**src/rtl/hack_pkg.sv**
```systemverilog
// Shared types and sizing for the Hack CPU datapath.
// Holds the PC address type and return-stack defaults.
package hack_pkg;

  localparam int PC_W          = 16;
  localparam int RAS_DEPTH_DEF = 8;

  typedef logic [15:0] addr_t;

endpackage

```
**src/rtl/Add16.sv**
```systemverilog
// 16-bit adder shared with the PC incrementer.
// Carry out is discarded, so the sum wraps mod 2^16.
module Add16 (
  input  logic [15:0] a,
  input  logic [15:0] b,
  output logic [15:0] out
);

  assign out = a + b;

endmodule

```
**src/rtl/ret_addr_stack.sv**
```systemverilog
// Return-address stack driving the PC load/in pair.
// Define RAS_OVERFLOW_WRAP_EN for circular overwrite on full.
import hack_pkg::*;

module ret_addr_stack #(
  parameter int DEPTH = RAS_DEPTH_DEF,
  parameter int AW    = PC_W
) (
  input  logic                       clk,
  input  logic                       reset,
  input  logic                       call,
  input  logic                       ret,
  input  logic [AW-1:0]              target,
  input  logic [AW-1:0]              pc_cur,
  input  logic                       clr_err,
  output logic                       pc_load,
  output logic [AW-1:0]              pc_addr,
  output logic [$clog2(DEPTH+1)-1:0] count,
  output logic                       empty,
  output logic                       full,
  output logic                       ovf,
  output logic                       unf,
  output logic                       conflict
);

  localparam int PW = $clog2(DEPTH);
  localparam int CW = $clog2(DEPTH+1);
  localparam logic [PW-1:0] P1 = PW'(1);
  localparam logic [CW-1:0] C1 = CW'(1);
  localparam logic [CW-1:0] CD = CW'(DEPTH);

  logic [AW-1:0] mem [DEPTH];
  logic [PW-1:0] sp;
  logic [AW-1:0] ret_pc;
  logic [AW-1:0] top;
  logic          do_call;
  logic          do_ret;
  logic          push;
  logic          pop;
  logic          ovf_ev;
  logic          unf_ev;
  logic          cfl_ev;

  Add16 u_inc (
    .a   (pc_cur),
    .b   (16'd1),
    .out (ret_pc)
  );

  assign empty = (count == '0);
  assign full  = (count == CD);

  // Decode strobes into stack actions and error events.
  always_comb begin
    do_call = call & ~ret & ~reset;
    do_ret  = ret & ~call & ~reset;
    cfl_ev  = call & ret & ~reset;
    unf_ev  = do_ret & empty;
    ovf_ev  = do_call & full;
    pop     = do_ret & ~empty;
`ifdef RAS_OVERFLOW_WRAP_EN
    push    = do_call;
`else
    push    = do_call & ~full;
`endif
  end

  // Combinational PC redirect: target on call, top entry otherwise.
  always_comb begin
    top     = empty ? '0 : mem[sp - P1];
    pc_load = do_call | pop;
    pc_addr = top;
    if (reset)
      pc_addr = '0;
    else if (do_call)
      pc_addr = target;
  end

  // Entry array; contents survive reset.
  always_ff @(posedge clk) begin
    if (push)
      mem[sp] <= ret_pc;
  end

  // Pointer and occupancy; a wrapping push on full keeps count.
  always_ff @(posedge clk) begin
    if (reset) begin
      sp    <= '0;
      count <= '0;
    end else if (push) begin
      sp <= sp + P1;
      if (!full)
        count <= count + C1;
    end else if (pop) begin
      sp    <= sp - P1;
      count <= count - C1;
    end
  end

  // Sticky error flags; a new event beats clr_err.
  always_ff @(posedge clk) begin
    if (reset) begin
      ovf      <= 1'b0;
      unf      <= 1'b0;
      conflict <= 1'b0;
    end else begin
      ovf      <= (ovf & ~clr_err) | ovf_ev;
      unf      <= (unf & ~clr_err) | unf_ev;
      conflict <= (conflict & ~clr_err) | cfl_ev;
    end
  end

endmodule

```
**config.mk**
```make
export PLATFORM = sky130hd
export DESIGN_NAME = ret_addr_stack
export DESIGN_NICKNAME = d
export VERILOG_FILES = /design/src/rtl/hack_pkg.sv /design/src/rtl/Add16.sv /design/src/rtl/ret_addr_stack.sv
export SDC_FILE = /design/constraint.sdc
export NUM_CORES = 1
export LEC_CHECK = 0
export ABC_CLOCK_PERIOD_IN_PS = 6400
export CORE_ASPECT_RATIO = 1.25
export CORE_MARGIN = 1
export CORE_UTILIZATION = 45
export DETAILED_ROUTE_END_ITERATION = 12
export MAX_ROUTING_LAYER = met4
export PLACE_DENSITY = 0.7
export SYNTH_ARGS = -nofsm -noshare
export SYNTH_HDL_FRONTEND = slang
export SYNTH_SLANG_ARGS = --single-unit
export TNS_END_PERCENT = 5
```
**constraint.sdc**
```tcl
create_clock -name clk -period 6.4 [get_ports clk]
set_clock_uncertainty 0.1 [all_clocks]
set_input_delay 0.64 -clock clk [delete_from_list [all_inputs] [get_ports clk]]
set_output_delay 0.64 -clock clk [all_outputs]
set_load 0.005 [all_outputs]
```
# Word-level counts from Yosys, hierarchy flattened
# Memory sizes are Yosys's and may differ from the RTL's.
# Cells that the tools add are included.
[totals]
reg_bits = 10
ram_bits = 128
in_bits = 37
out_inout_bits = 26
n_memories = 1
[classes]
add_sub_neg = 5
n_eq_ne = 2
mux = 10
n_bitwise = 23
n_reduce_logical = 3
[mem_list]
columns = ["memory", "words", "width", "read_ports", "rd_ports_with_merged_regs", "write_ports", "line", "source"]
rows = [
  ["mem", 8, 16, 1, 0, 1, "ret_addr_stack.sv:32", "logic [AW-1:0] mem [DEPTH];"],
]
[ops]
columns = ["cell", "n"]
rows = [
  ["2-to-1 mux 16 bit", 3],
  ["adder 16 x 1 -> 16 bit, second input constant", 1],
  ["AND 1 bit", 13],
  ["2-to-1 mux 4 bit", 3],
  ["2-to-1 mux 3 bit", 2],
  ["NOT 1 bit", 6],
  ["adder 4 x 1 -> 4 bit, second input constant", 1],
  ["== test 4 bit, second input constant", 1],
  ["zero test 4 bit", 1],
  ["OR 1 bit", 4],
  ["subtractor 4 x 1 -> 4 bit, second input constant", 1],
  ["adder 3 x 1 -> 3 bit, second input constant", 1],
  ["subtractor 3 x 1 -> 3 bit, second input constant", 1],
  ["2-to-1 mux 1 bit", 2],
  ["inequality test 2 bit, second input constant", 1],
  ["AND reduction 2 bit", 1],
  ["nonzero test 2 bit", 1],
]

# Logic depth before layout (Yosys ltp)
[logic_depth]
ltp_word = 6
depth_mapped = 10
depth_no_buf = 8

# Hierarchy
# From an unflattened synthesis, not the netlist that was laid out.
[hier_totals]
cells_unflattened = 411
hier_area_um2 = 6398.6
[by_module_without_submodules]
columns = ["module", "instances", "cells_each", "area_per_inst_um2", "seq_area_each_um2"]
rows = [
  ["ret_addr_stack", 1, 313, 5674.2, 4043.9],
  ["Add16", 1, 98, 724.4, 0.0],
]

# Worst setup path after synthesis
# OpenSTA, ideal clock, no wires.
[synth_path]
path_kind = "in2reg"
start = "input port ret"
end = "memory mem[0][0] (netlist bit) (enable)"
arrival_ps = 2727
required_time_ps = 5870
setup_slack_ps = 3143
stages = 4
n_path_buf = 1
cell_sequence = "nor3b_2 -> buf_2 -> nand2_4 -> nor4_1"
[synth_between]
elab_chain_len = 6
[synth_lines]
columns = ["element", "line", "source"]
rows = [
  ["start: declaration", "ret_addr_stack.sv:12", "input logic ret,"],
  ["NOT 1 bit", "ret_addr_stack.sv:55", "do_call = call & ~ret & ~reset;"],
  ["AND 1 bit (2 in series)", "ret_addr_stack.sv:55", ""],
  ["AND 1 bit", "ret_addr_stack.sv:64", "push = do_call & ~full;"],
  ["2-to-1 mux 1 bit", "ret_addr_stack.sv:81", "if (push)"],
  ["2-to-1 mux 1 bit (implied by the code)", "ret_addr_stack.sv:82", "mem[sp] <= ret_pc;"],
  ["end: declaration", "ret_addr_stack.sv:32", ""],
]
# No other way between the ends.

# Worst setup path in the final report
[layout_path]
start = "register sp[1]"
end = "output port pc_addr[5]"
[layout_between]
elab_chain_len = 5
[layout_lines]
columns = ["element", "line", "source"]
rows = [
  ["start: declaration", "ret_addr_stack.sv:33", "logic [PW-1:0] sp;"],
  ["start signal: assignment", "ret_addr_stack.sv:91", "sp <= sp + P1;"],
  ["start signal: assignment", "ret_addr_stack.sv:95", "sp <= sp - P1;"],
  ["subtractor 3 x 1 -> 3 bit", "ret_addr_stack.sv:70", "top = empty ? '0 : mem[sp - P1];"],
  ["memory (8 x 16 bit)", "n/a", ""],
  ["2-to-1 mux 16 bit", "ret_addr_stack.sv:70", ""],
  ["2-to-1 mux 16 bit", "ret_addr_stack.sv:75", "else if (do_call)"],
  ["2-to-1 mux 16 bit", "ret_addr_stack.sv:73", "if (reset)"],
  ["end: declaration", "ret_addr_stack.sv:17", "output logic [AW-1:0] pc_addr,"],
]
# No other way between the ends.

==> results by group <==
Setup path
  • CP Data Required Time: 5.66 ns
  • Cell-by-cell trace of the critical path: inv_1 -> ha_1 -> buf_4 -> mux4_2 -> mux2i_1 -> o21ai_2 -> clkdlybuf4s50_1
  • Critical Path Start Type: register
  • Kind of critical path: reg2out
  • Crit Path Max Fanout: 20
  • Max incr delay on CP: 0.74 ns
  • CP max-delay cell: ha_1
  • Worst setup EP type: primary output
  • Arrival time worst endpoint: 3.39 ns

Cells and area
  • # diodes: 0
  • Nets@finish: 456
  • Multi-input logic area: 1860 sq um
  • # fillers: 993
  • Share of cells above drive strength 1: 0.225
  • Register area: 4050 sq um
  • P&R area growth vs syn: 23.1%

Synth
  • Cells after synthesis: 348
  • EDFF count, synth: 128
  • Post-Syn Area: 6020 sq um
  • Dominant synthesized flop cell: edfxtp_1
  • Register area share after synthesis: 0.672
  • Synth async-reset ratio: 0
  • Post-Syn Nets: 390
  • Netlist cell types: 52
  • Yosys warning total: 0
  • Flops & latches, synth: 138
  • Mean cell area of the mapped netlist: 17.3 sq um

Timing
  • Final setup vio count: 0
  • Slew Viols, Final: 0
  • Minimum clock period: 4.13 ns
  • Rel. slew slack: 0.262
  • RSZ-0062 raised after global routing: false
  • Setup TNS Final: 0 ns
  • F_max: 242 MHz
  • Final Hold Viols: 0
  • Final worst path period share: 0.645
  • Tightest Pin Transition: 1.11 ns

Clock network
  • TritonCTS clock tree: built
  • Post-cts hold buffer count: 0
  • CTS Buf Count: 17
  • Htree depth: 4
  • Clock Path Buffers: 2
  • Clock latency on the worst-skew pair: 0.41 ns
  • CTS Sinks: 138
  • Post-CTS setup buffer count: 0
  • PostCTS Resize Cnt: 0
  • Clock transition at the registers of the reported paths: 0.06 ns
  • Root buffer cell: clkbuf_16

Power
  • Leakage: 2.43 nW
  • Design Power: 2.34 mW
  • Peak VDD IR: 0.211 mV
  • Pwr/cell area: 316 nW/um^2

Placement
  • Gpl congestion: 0.764
  • Port bufs: 62
  • DP HPWL: 7210 microns

GRT
  • Vias in the first global route: 3416
  • Antenna violations before repair: 0
  • Largest net degree at the start of global routing: 40
  • Tot GR Track Use: 0.193
  • First-pass GRT wire length: 18800 microns
  • Grt ovf: 0

Route
  • DR DRC count: 0
  • DRT iter0 DRCs: 242
  • Vias/cell: 5.44
  • DR WL/cell: 19.8 microns
  • Vias: 3239
  • Antenna Nets Post-Route: 0
  • Overall routed net length: 11800 microns
  • First drt pass iteration count: 4

Die
  • Chip Width: 105 microns
  • Initial core utilization: 0.467
  • Die ar.: 13900 sq um
  • # rows: 46
  • IO Count: 63
  • Chip height: 131 microns
  • Core Area: 12900 sq um

Run
  • Max Cap Viol: 0

Status
  • Status: finished, final reports clean

Worst hold path
  • Hold crit path type: reg2reg
## cell usage after synthesis, drive strengths merged (2+ instances only)
cell	number	area, sq um
o32ai	2	17.5
and3	3	18.8
nand2b	3	18.8
xor2	8	77.6
mux4	32	721
buf	12	108
nor3	6	30.0
o21ai	19	133
nor3b	3	32.5
inv	9	36.3
or3b	3	26.3
or3	3	21.3
ha	5	62.6
nor2	7	26.3
a21oi	7	38.8
edfxtp	128	3840
nand3	10	50.1
mux2i	17	170
xnor2	8	70.1
dfxtp	10	200
clkbuf	7	46.3
nand3b	2	15.0
nand2	28	113
## stage by stage
step                      std cells   util  setup WS (ns)  hold WS, ns  instance area (sq um)
final                           595  0.575           2.27        0.374                   7410
after global routing            595  0.575           2.06        0.419                   7410
after CTS                       595  0.575           2.20        0.381                   7410
after detailed placement        563  0.528           2.32        0.372                   6810
after global placement          563  0.528           2.35        0.362                   6810
after floorplan                 348      -           3.14        0.359                   6020
## cell families (layout without fill, tap and decap cells)
group	after synthesis	count (layout)	synth area share
flops	138	138	0.672
mux	50	50	0.150
compound gates	36	36	0.0443
simple gates	75	75	0.0679
fa+ha+maj	5	5	0.0104
xor+xnor	16	16	0.0245
buf+inv	28	107	0.0316
## registers in the layout, summed over array words and instances (netlist names)
signal and count:
mem 128, count 4, unf 1, ovf 1
sp 3, conflict 1
## worst paths after layout
check	from	end	slack, ns	depth (start not counted)
worst min-delay path	conflict	conflict	0.37	2
worst max-delay path	sp[1]	pc_addr[5]	2.27	7
worst min register to register	conflict	conflict	0.37	2
worst max register to register	count[1]	mem[7][10]	3.77	3
## metal layers
metal / GRT usage / up-vias / share of wire
li1: - / 1511 / -
met1: 0.230 / 1608 / 0.42
met2: 0.313 / 93 / 0.52
met3: 0.0427 / 27 / 0.039
met4: 0.0908 / 0 / 0.024
met5: - / - / 0
## cell type report
cell class / instances / area share
timing repair buffer: 66 / 0.0878
clock buffer: 17 / 0.0574
clock inverter: 15 / 0.0245
inverter: 9 / 0.00489
multi-input combinational: 182 / 0.251
tap: 168 / 0.0284
sequential: 138 / 0.546
## cells in the final DEF, fill, tap and decap left out, types with 2 or more instances in the layout
cell	n
nor2_2	3
nand3b_1	2
and3_1	3
mux4_2	32
clkbuf_16	17
or3_2	2
ha_1	5
edfxtp_1	128
clkdlybuf4s50_1	62
nand3_1	10
or3b_1	2
nand2b_1	3
a21oi_1	6
clkinvlp_4	3
dfxtp_1	9
o32ai_1	2
o21ai_2	10
nor3_1	2
nand2_1	27
nor3_4	4
o21ai_0	7
xor2_1	7
mux2i_1	17
bufinv_16	4
clkinv_2	3
o21ai_1	2
nor2_1	4
clkinv_1	4
xnor2_1	8
buf_4	4
inv_1	8
## where the power goes
part	internal [mW]	total (mW)	switching (mW)
clock	0.644	0.994	0.350
combinational	0.172	0.333	0.161
sequential	1.00	1.02	0.0130
## worst max-delay path: cells and delay by family (launching register included)
| kind | cells | cell delay [ns] |
|---|---|---|
| flip-flops | 1 | 0.52 |
| multiplexers | 2 | 0.63 |
| adder cells (fa/ha/maj) | 1 | 0.74 |
| AO/OA/AOI/OAI | 1 | 0.07 |
| buffers and inverters | 3 | 1.01 |
(Power assumes the default switching activity.)
